### config.mk
export PLATFORM = sky130hd
export DESIGN_NAME = ram_arbiter_flat
export DESIGN_NICKNAME = d
export VERILOG_FILES = /design/src/rtl/cpu_pkg.sv /design/src/rtl/ram_arbiter_if.sv /design/src/rtl/rr_pick2.sv /design/src/rtl/ram_arbiter.sv /design/src/flat_wrapper.sv
export SDC_FILE = /design/constraint.sdc
export NUM_CORES = 1
export LEC_CHECK = 0
export CORE_ASPECT_RATIO = 0.6
export CORE_MARGIN = 2
export CORE_UTILIZATION = 34
export CTS_BUF_LIST = sky130_fd_sc_hd__clkbuf_16
export CTS_CLUSTER_SIZE = 16
export DETAILED_ROUTE_END_ITERATION = 10
export PLACE_DENSITY = 0.78
export SLEW_MARGIN = 15
export SYNTH_ARGS = -nofsm -noshare
export SYNTH_HDL_FRONTEND = slang
export SYNTH_HIERARCHICAL = 1
export SYNTH_SLANG_ARGS = --single-unit
### constraint.sdc
create_clock -name clk -period 1.9 [get_ports clk]
set_input_delay 0.38 -clock clk [delete_from_list [all_inputs] [get_ports clk]]
set_output_delay 0.38 -clock clk [all_outputs]
set_load 0.01 [all_outputs]
### src/rtl/cpu_pkg.sv
// Shared CPU-level types and constants.
// Used by the RAM arbiter and its picker.
package cpu_pkg;

   localparam int ADDR_W_DEF = 8;
   localparam int DATA_W_DEF = 8;

   localparam logic PORT_CPU = 1'b0;
   localparam logic PORT_LDR = 1'b1;

   // One-deep return tag for an issued read
   typedef struct packed {
      logic valid;
      logic port;
   } ret_tag_t;

endpackage

### src/rtl/ram_arbiter_if.sv
// Requester-side bus of the RAM arbiter.
// Both ports share one rdata, qualified by rvalid.
interface ram_arbiter_if #(
   parameter int ADDR_W = 8,
   parameter int DATA_W = 8
);

   logic              req0;
   logic              req1;
   logic              we0;
   logic              we1;
   logic [ADDR_W-1:0] addr0;
   logic [ADDR_W-1:0] addr1;
   logic [DATA_W-1:0] wdata0;
   logic [DATA_W-1:0] wdata1;
   logic              gnt0;
   logic              gnt1;
   logic              rvalid0;
   logic              rvalid1;
   logic [DATA_W-1:0] rdata;

   modport master (
      output req0, req1, we0, we1,
      output addr0, addr1, wdata0, wdata1,
      input  gnt0, gnt1, rvalid0, rvalid1,
      input  rdata
   );

   modport slave (
      input  req0, req1, we0, we1,
      input  addr0, addr1, wdata0, wdata1,
      output gnt0, gnt1, rvalid0, rvalid1,
      output rdata
   );

endinterface

### src/rtl/rr_pick2.sv
// Two-way picker: fixed priority to port 1 in
// boot mode, otherwise alternate on ties.
module rr_pick2
   import cpu_pkg::*;
(
   input  logic       clk,
   input  logic       rst,
   input  logic [1:0] req,
   input  logic       boot_mode,
   input  logic       advance,
   output logic [1:0] win
);

   logic last_q;
   logic last_d;

   // Pick a one-hot winner; a tie goes to the port not served last
   always_comb begin
      win = 2'b00;
      if (req == 2'b01) begin
         win = 2'b01;
      end else if (req == 2'b10) begin
         win = 2'b10;
      end else if (req == 2'b11) begin
         if (boot_mode || (last_q == PORT_CPU)) begin
            win = 2'b10;
         end else begin
            win = 2'b01;
         end
      end
   end

   // Remember the served port only when a grant is issued
   always_comb begin
      last_d = last_q;
      if (advance) begin
         last_d = win[1];
      end
   end

   // Reset to port 1 so that port 0 wins the first tie
   always_ff @(posedge clk) begin
      if (rst) begin
         last_q <= PORT_LDR;
      end else begin
         last_q <= last_d;
      end
   end

endmodule

### src/rtl/ram_arbiter.sv
// Shares one synchronous single-port RAM between
// the CPU core (port 0) and the loader (port 1).
module ram_arbiter
   import cpu_pkg::*;
#(
   parameter int ADDR_W = ADDR_W_DEF,
   parameter int DATA_W = DATA_W_DEF
) (
   input  logic              clk,
   input  logic              rst,
   input  logic              boot_mode,
   ram_arbiter_if.slave      bus,
   output logic              ram_en,
   output logic              ram_we,
   output logic [ADDR_W-1:0] ram_addr,
   output logic [DATA_W-1:0] ram_wdata,
   input  logic [DATA_W-1:0] ram_rdata
);

   logic [1:0]        win;
   logic              adv;
   logic              gnt0_q, gnt0_d;
   logic              gnt1_q, gnt1_d;
   logic              en_q, en_d;
   logic              we_q, we_d;
   logic [ADDR_W-1:0] addr_q, addr_d;
   logic [DATA_W-1:0] wdata_q, wdata_d;
   ret_tag_t          tag_q, tag_d;

   assign adv = |win;

   rr_pick2 u_pick (
      .clk       (clk),
      .rst       (rst),
      .req       ({bus.req1, bus.req0}),
      .boot_mode (boot_mode),
      .advance   (adv),
      .win       (win)
   );

   // Mux the winner's command onto the RAM; idle keeps the bus
   always_comb begin
      gnt0_d  = win[0];
      gnt1_d  = win[1];
      en_d    = adv;
      we_d    = 1'b0;
      addr_d  = addr_q;
      wdata_d = wdata_q;
      if (win[1]) begin
         we_d    = bus.we1;
         addr_d  = bus.addr1;
         wdata_d = bus.wdata1;
      end else if (win[0]) begin
         we_d    = bus.we0;
         addr_d  = bus.addr0;
         wdata_d = bus.wdata0;
      end
   end

   // Tag a read as it reaches the RAM so rvalid meets its data
   always_comb begin
      tag_d.valid = en_q & ~we_q;
      tag_d.port  = gnt1_q ? PORT_LDR : PORT_CPU;
   end

   // Command and return registers
   always_ff @(posedge clk) begin
      if (rst) begin
         gnt0_q  <= 1'b0;
         gnt1_q  <= 1'b0;
         en_q    <= 1'b0;
         we_q    <= 1'b0;
         addr_q  <= '0;
         wdata_q <= '0;
         tag_q   <= '0;
      end else begin
         gnt0_q  <= gnt0_d;
         gnt1_q  <= gnt1_d;
         en_q    <= en_d;
         we_q    <= we_d;
         addr_q  <= addr_d;
         wdata_q <= wdata_d;
         tag_q   <= tag_d;
      end
   end

   assign bus.gnt0    = gnt0_q;
   assign bus.gnt1    = gnt1_q;
   assign bus.rvalid0 = tag_q.valid & (tag_q.port == PORT_CPU);
   assign bus.rvalid1 = tag_q.valid & (tag_q.port == PORT_LDR);
   assign bus.rdata   = ram_rdata;

   assign ram_en    = en_q;
   assign ram_we    = we_q;
   assign ram_addr  = addr_q;
   assign ram_wdata = wdata_q;

endmodule
### src/flat_wrapper.sv
// flat-port wrapper written by rule: the top's interface ports become plain ports
module ram_arbiter_flat import cpu_pkg::*;
#(
   parameter int ADDR_W = ADDR_W_DEF,
   parameter int DATA_W = DATA_W_DEF
)
  (clk, rst, boot_mode, ram_en, ram_we, ram_addr, ram_wdata, ram_rdata, bus_req0, bus_req1, bus_we0, bus_we1, bus_addr0, bus_addr1, bus_wdata0, bus_wdata1, bus_gnt0, bus_gnt1, bus_rvalid0, bus_rvalid1, bus_rdata);
  ram_arbiter_if #(.ADDR_W(ADDR_W), .DATA_W(DATA_W)) bus_i ();
  input  logic clk;
  input  logic rst;
  input  logic boot_mode;
  output logic ram_en;
  output logic ram_we;
  output logic [ADDR_W-1:0] ram_addr;
  output logic [DATA_W-1:0] ram_wdata;
  input  logic [DATA_W-1:0] ram_rdata;
  input wire logic [$bits(bus_i.req0)-1:0] bus_req0;
  input wire logic [$bits(bus_i.req1)-1:0] bus_req1;
  input wire logic [$bits(bus_i.we0)-1:0] bus_we0;
  input wire logic [$bits(bus_i.we1)-1:0] bus_we1;
  input wire logic [$bits(bus_i.addr0)-1:0] bus_addr0;
  input wire logic [$bits(bus_i.addr1)-1:0] bus_addr1;
  input wire logic [$bits(bus_i.wdata0)-1:0] bus_wdata0;
  input wire logic [$bits(bus_i.wdata1)-1:0] bus_wdata1;
  output wire logic [$bits(bus_i.gnt0)-1:0] bus_gnt0;
  output wire logic [$bits(bus_i.gnt1)-1:0] bus_gnt1;
  output wire logic [$bits(bus_i.rvalid0)-1:0] bus_rvalid0;
  output wire logic [$bits(bus_i.rvalid1)-1:0] bus_rvalid1;
  output wire logic [$bits(bus_i.rdata)-1:0] bus_rdata;
  assign bus_i.req0 = bus_req0;
  assign bus_i.req1 = bus_req1;
  assign bus_i.we0 = bus_we0;
  assign bus_i.we1 = bus_we1;
  assign bus_i.addr0 = bus_addr0;
  assign bus_i.addr1 = bus_addr1;
  assign bus_i.wdata0 = bus_wdata0;
  assign bus_i.wdata1 = bus_wdata1;
  assign bus_gnt0 = bus_i.gnt0;
  assign bus_gnt1 = bus_i.gnt1;
  assign bus_rvalid0 = bus_i.rvalid0;
  assign bus_rvalid1 = bus_i.rvalid1;
  assign bus_rdata = bus_i.rdata;
  ram_arbiter #(.ADDR_W(ADDR_W), .DATA_W(DATA_W)) u_core (.clk(clk), .rst(rst), .boot_mode(boot_mode), .bus(bus_i), .ram_en(ram_en), .ram_we(ram_we), .ram_addr(ram_addr), .ram_wdata(ram_wdata), .ram_rdata(ram_rdata));
endmodule
==> flow_metrics.tcl <==
set metrics [dict create \
    finalPower_mw 1.30 \
    grt-ovfl-total 0 \
    synth_top_area_share 0.431 \
    htreeDepth 1 \
    die_h_um 47.4 \
    grt_usage 0.161 \
    crit_arrival_ns 1.76 \
    vdd_drop_max_uv 469 \
    postPlaceCellArea_um2 1670 \
    min_from "u_core/ram_we" \
    cts_made_buffers 3 \
    p_leak_nw 0.662 \
    worst_slew_pin_slew_ns 0.307 \
    fp-row-count 15 \
    clockBufferDepth 2 \
    p_per_area_nw_per_um2 742 \
    stdcell_area_um2 1750 \
    required_ns 2.02 \
    ys_dominant_reg_cell "dfxtp_1" \
    grt_max_degree 20 \
    cts_hold_buf 0 \
    tns_ns 0 \
    hold_viol 0 \
    port_buffers 60 \
    globalplace.congestion 0.747 \
    syn_inst 104 \
    grt_pass1_wl_um 4390 \
    postSynthAreaPerCell_um2 10.3 \
    synth_top_cell_by_area "dfxtp_1" \
    start_util 0.365 \
    ys_warn_count 6 \
    num_vias 959 \
    clockRootBuffer "clkbuf_16" \
    cts_tree "built" \
    crit_path_start_kind "input pin" \
    rsz0062_at_grt "no" \
    syn_area_um2 1070 \
    cts.sinks 23 \
    detailedRoute.firstIterationViolations 9 \
    async_flop_share 0 \
    cts_resized 0 \
    synth_most_common_cell "dfxtp_1" \
    drtPass1Iterations 4 \
    seq_area_frac_synth 0.431 \
    worstReg2RegStart "u_core/u_pick/last_q" \
    syn2layout_area_growth_pct 63.8 \
    crit_type "input pin to register" \
    synth_cell_types 23 \
    diodes 0 \
    dpl.hpwl_um 2220 \
    setup_violations 0 \
    maxCapViolCount 0 \
    fin_crit_ns 1.64 \
    synth_fp_nets 151 \
    synth_common_cells "23 x dfxtp_1, 21 x nor2b_1, 16 x a211oi_1, 16 x mux2i_1, 8 x buf_4" \
    viasPerCell 4.77 \
    drive_gt1_frac 0.0818 \
    grt_pass1_vias 948 \
    slew_headroom 0.794 \
    period_share 0.865 \
    clock_latency_ns 0.25 \
    wl_per_cell_um 14.1 \
    synthTopCellsByArea "dfxtp_1 43%, mux2i_1 15%, nor2b_1 12%" \
    dieArea_um2 3620 \
    timing.fmax_mhz 609 \
    status "finished, final reports clean" \
    utilization 0.597 \
    io_pins 77 \
    finalNetCount 207 \
    antenna_found_initial 0 \
    clock_skew_ns 0.00216 \
    post-cts-setup-buffers 0 \
    min_path_type "register to register" \
    ant_nets 0 \
    fp.dieW_um 76.3 \
    routed_wl_um 2840 \
    cp_max_fo 19 \
    synth-edff-count 0 \
    path_clk_slew_ns 0.06 \
    ys_seq_elements 23 \
    crit_path_end_kind "register" \
    finalMaxSlewViolations 0 \
    critPathLaunch "boot_mode" \
    drt_drc_violations_left 0 \
    coreArea_um2 2930 \
]
==> state kept, by name (all words and copies together), names as in the netlist <==
name                  count
u_core/bus.gnt0           1
u_core/bus.gnt1           1
u_core/ram_addr           8
u_core/ram_en             1
u_core/ram_wdata          8
u_core/ram_we             1
u_core/tag_q              2
u_core/u_pick/last_q      1
==> final timing paths <==
| kind | endpoint | slack [ns] | depth (start not counted) |
|---|---|---|---|
| min | u_core/tag_q[1] | 0.43 | 1 |
| min reg2reg | u_core/tag_q[1] | 0.43 | 1 |
| max | u_core/ram_addr[1] | 0.26 | 6 |
| max reg2reg | u_core/ram_addr[1] | 0.50 | 5 |
==> cell type report <==
class                           count  area (µm²)
Clock buffer                        3        75.1
Clock inverter                      1        3.75
Fill cell                         262        1180
Inverter                            1        3.75
Multi-Input combinational cell     65         494
Sequential cell                    23         460
Tap cell                           42        52.6
Timing Repair Buffer               66         658
==> cells in the final DEF (no fill, tap or decap) <==
cell type,n
clkdlybuf4s50_1,60
dfxtp_1,23
nor2b_1,21
mux2i_1,16
a211oi_1,16
buf_4,5
clkbuf_16,3
nand3b_1,2
inv_1,1
or2_2,1
and2_1,1
inv_2,1
nor2_1,1
nand2_1,1
a21oi_1,1
nor3b_1,1
buf_12,1
and2_2,1
nand2b_1,1
a21boi_2,1
a311o_1,1
==> layer usage <==
metal / global-route usage / share of wire
met1: 0.177 / 0.43
met2: 0.301 / 0.50
met3: 0.0462 / 0.051
met4: 0.0873 / 0.018
met5: 0 / 0
==> power by group <==
part	switching (mW)	internal [mW]
Combinational	0.114	0.199
Clock	0.157	0.280
Sequential	0.0227	0.523
Total	0.294	1.00
==> critical path, cell delays in order <==
cell,delay (ns)
clkdlybuf4s50_1,0.41
nand3b_1,0.17
and2_2,0.21
buf_4,0.19
inv_2,0.26
a211oi_1,0.14
==> cell families (layout without fill, tap and decap cells) <==
logic type             count (synthesis)  in the layout  synth area share
AO/OA/AOI/OAI                         19             19             0.134
AND/OR/NAND/NOR                       30             30             0.176
buffers and inverters                 16             71             0.109
flip-flops                            23             23             0.431
multiplexers                          16             16             0.150
==> through the flow <==
stage | hold WS (ns) | worst slack [ns] | cells
2_1_floorplan | 0.452 | 0.357 | 104
3_3_place_gp | 0.413 | 0.0219 | 197
3_5_place_dp | 0.428 | -0.00689 | 197
4_1_cts | 0.435 | 0.252 | 201
5_1_grt | 0.450 | 0.144 | 201
6_report | 0.427 | 0.257 | 201
Power figures use the tool's default switching activity.
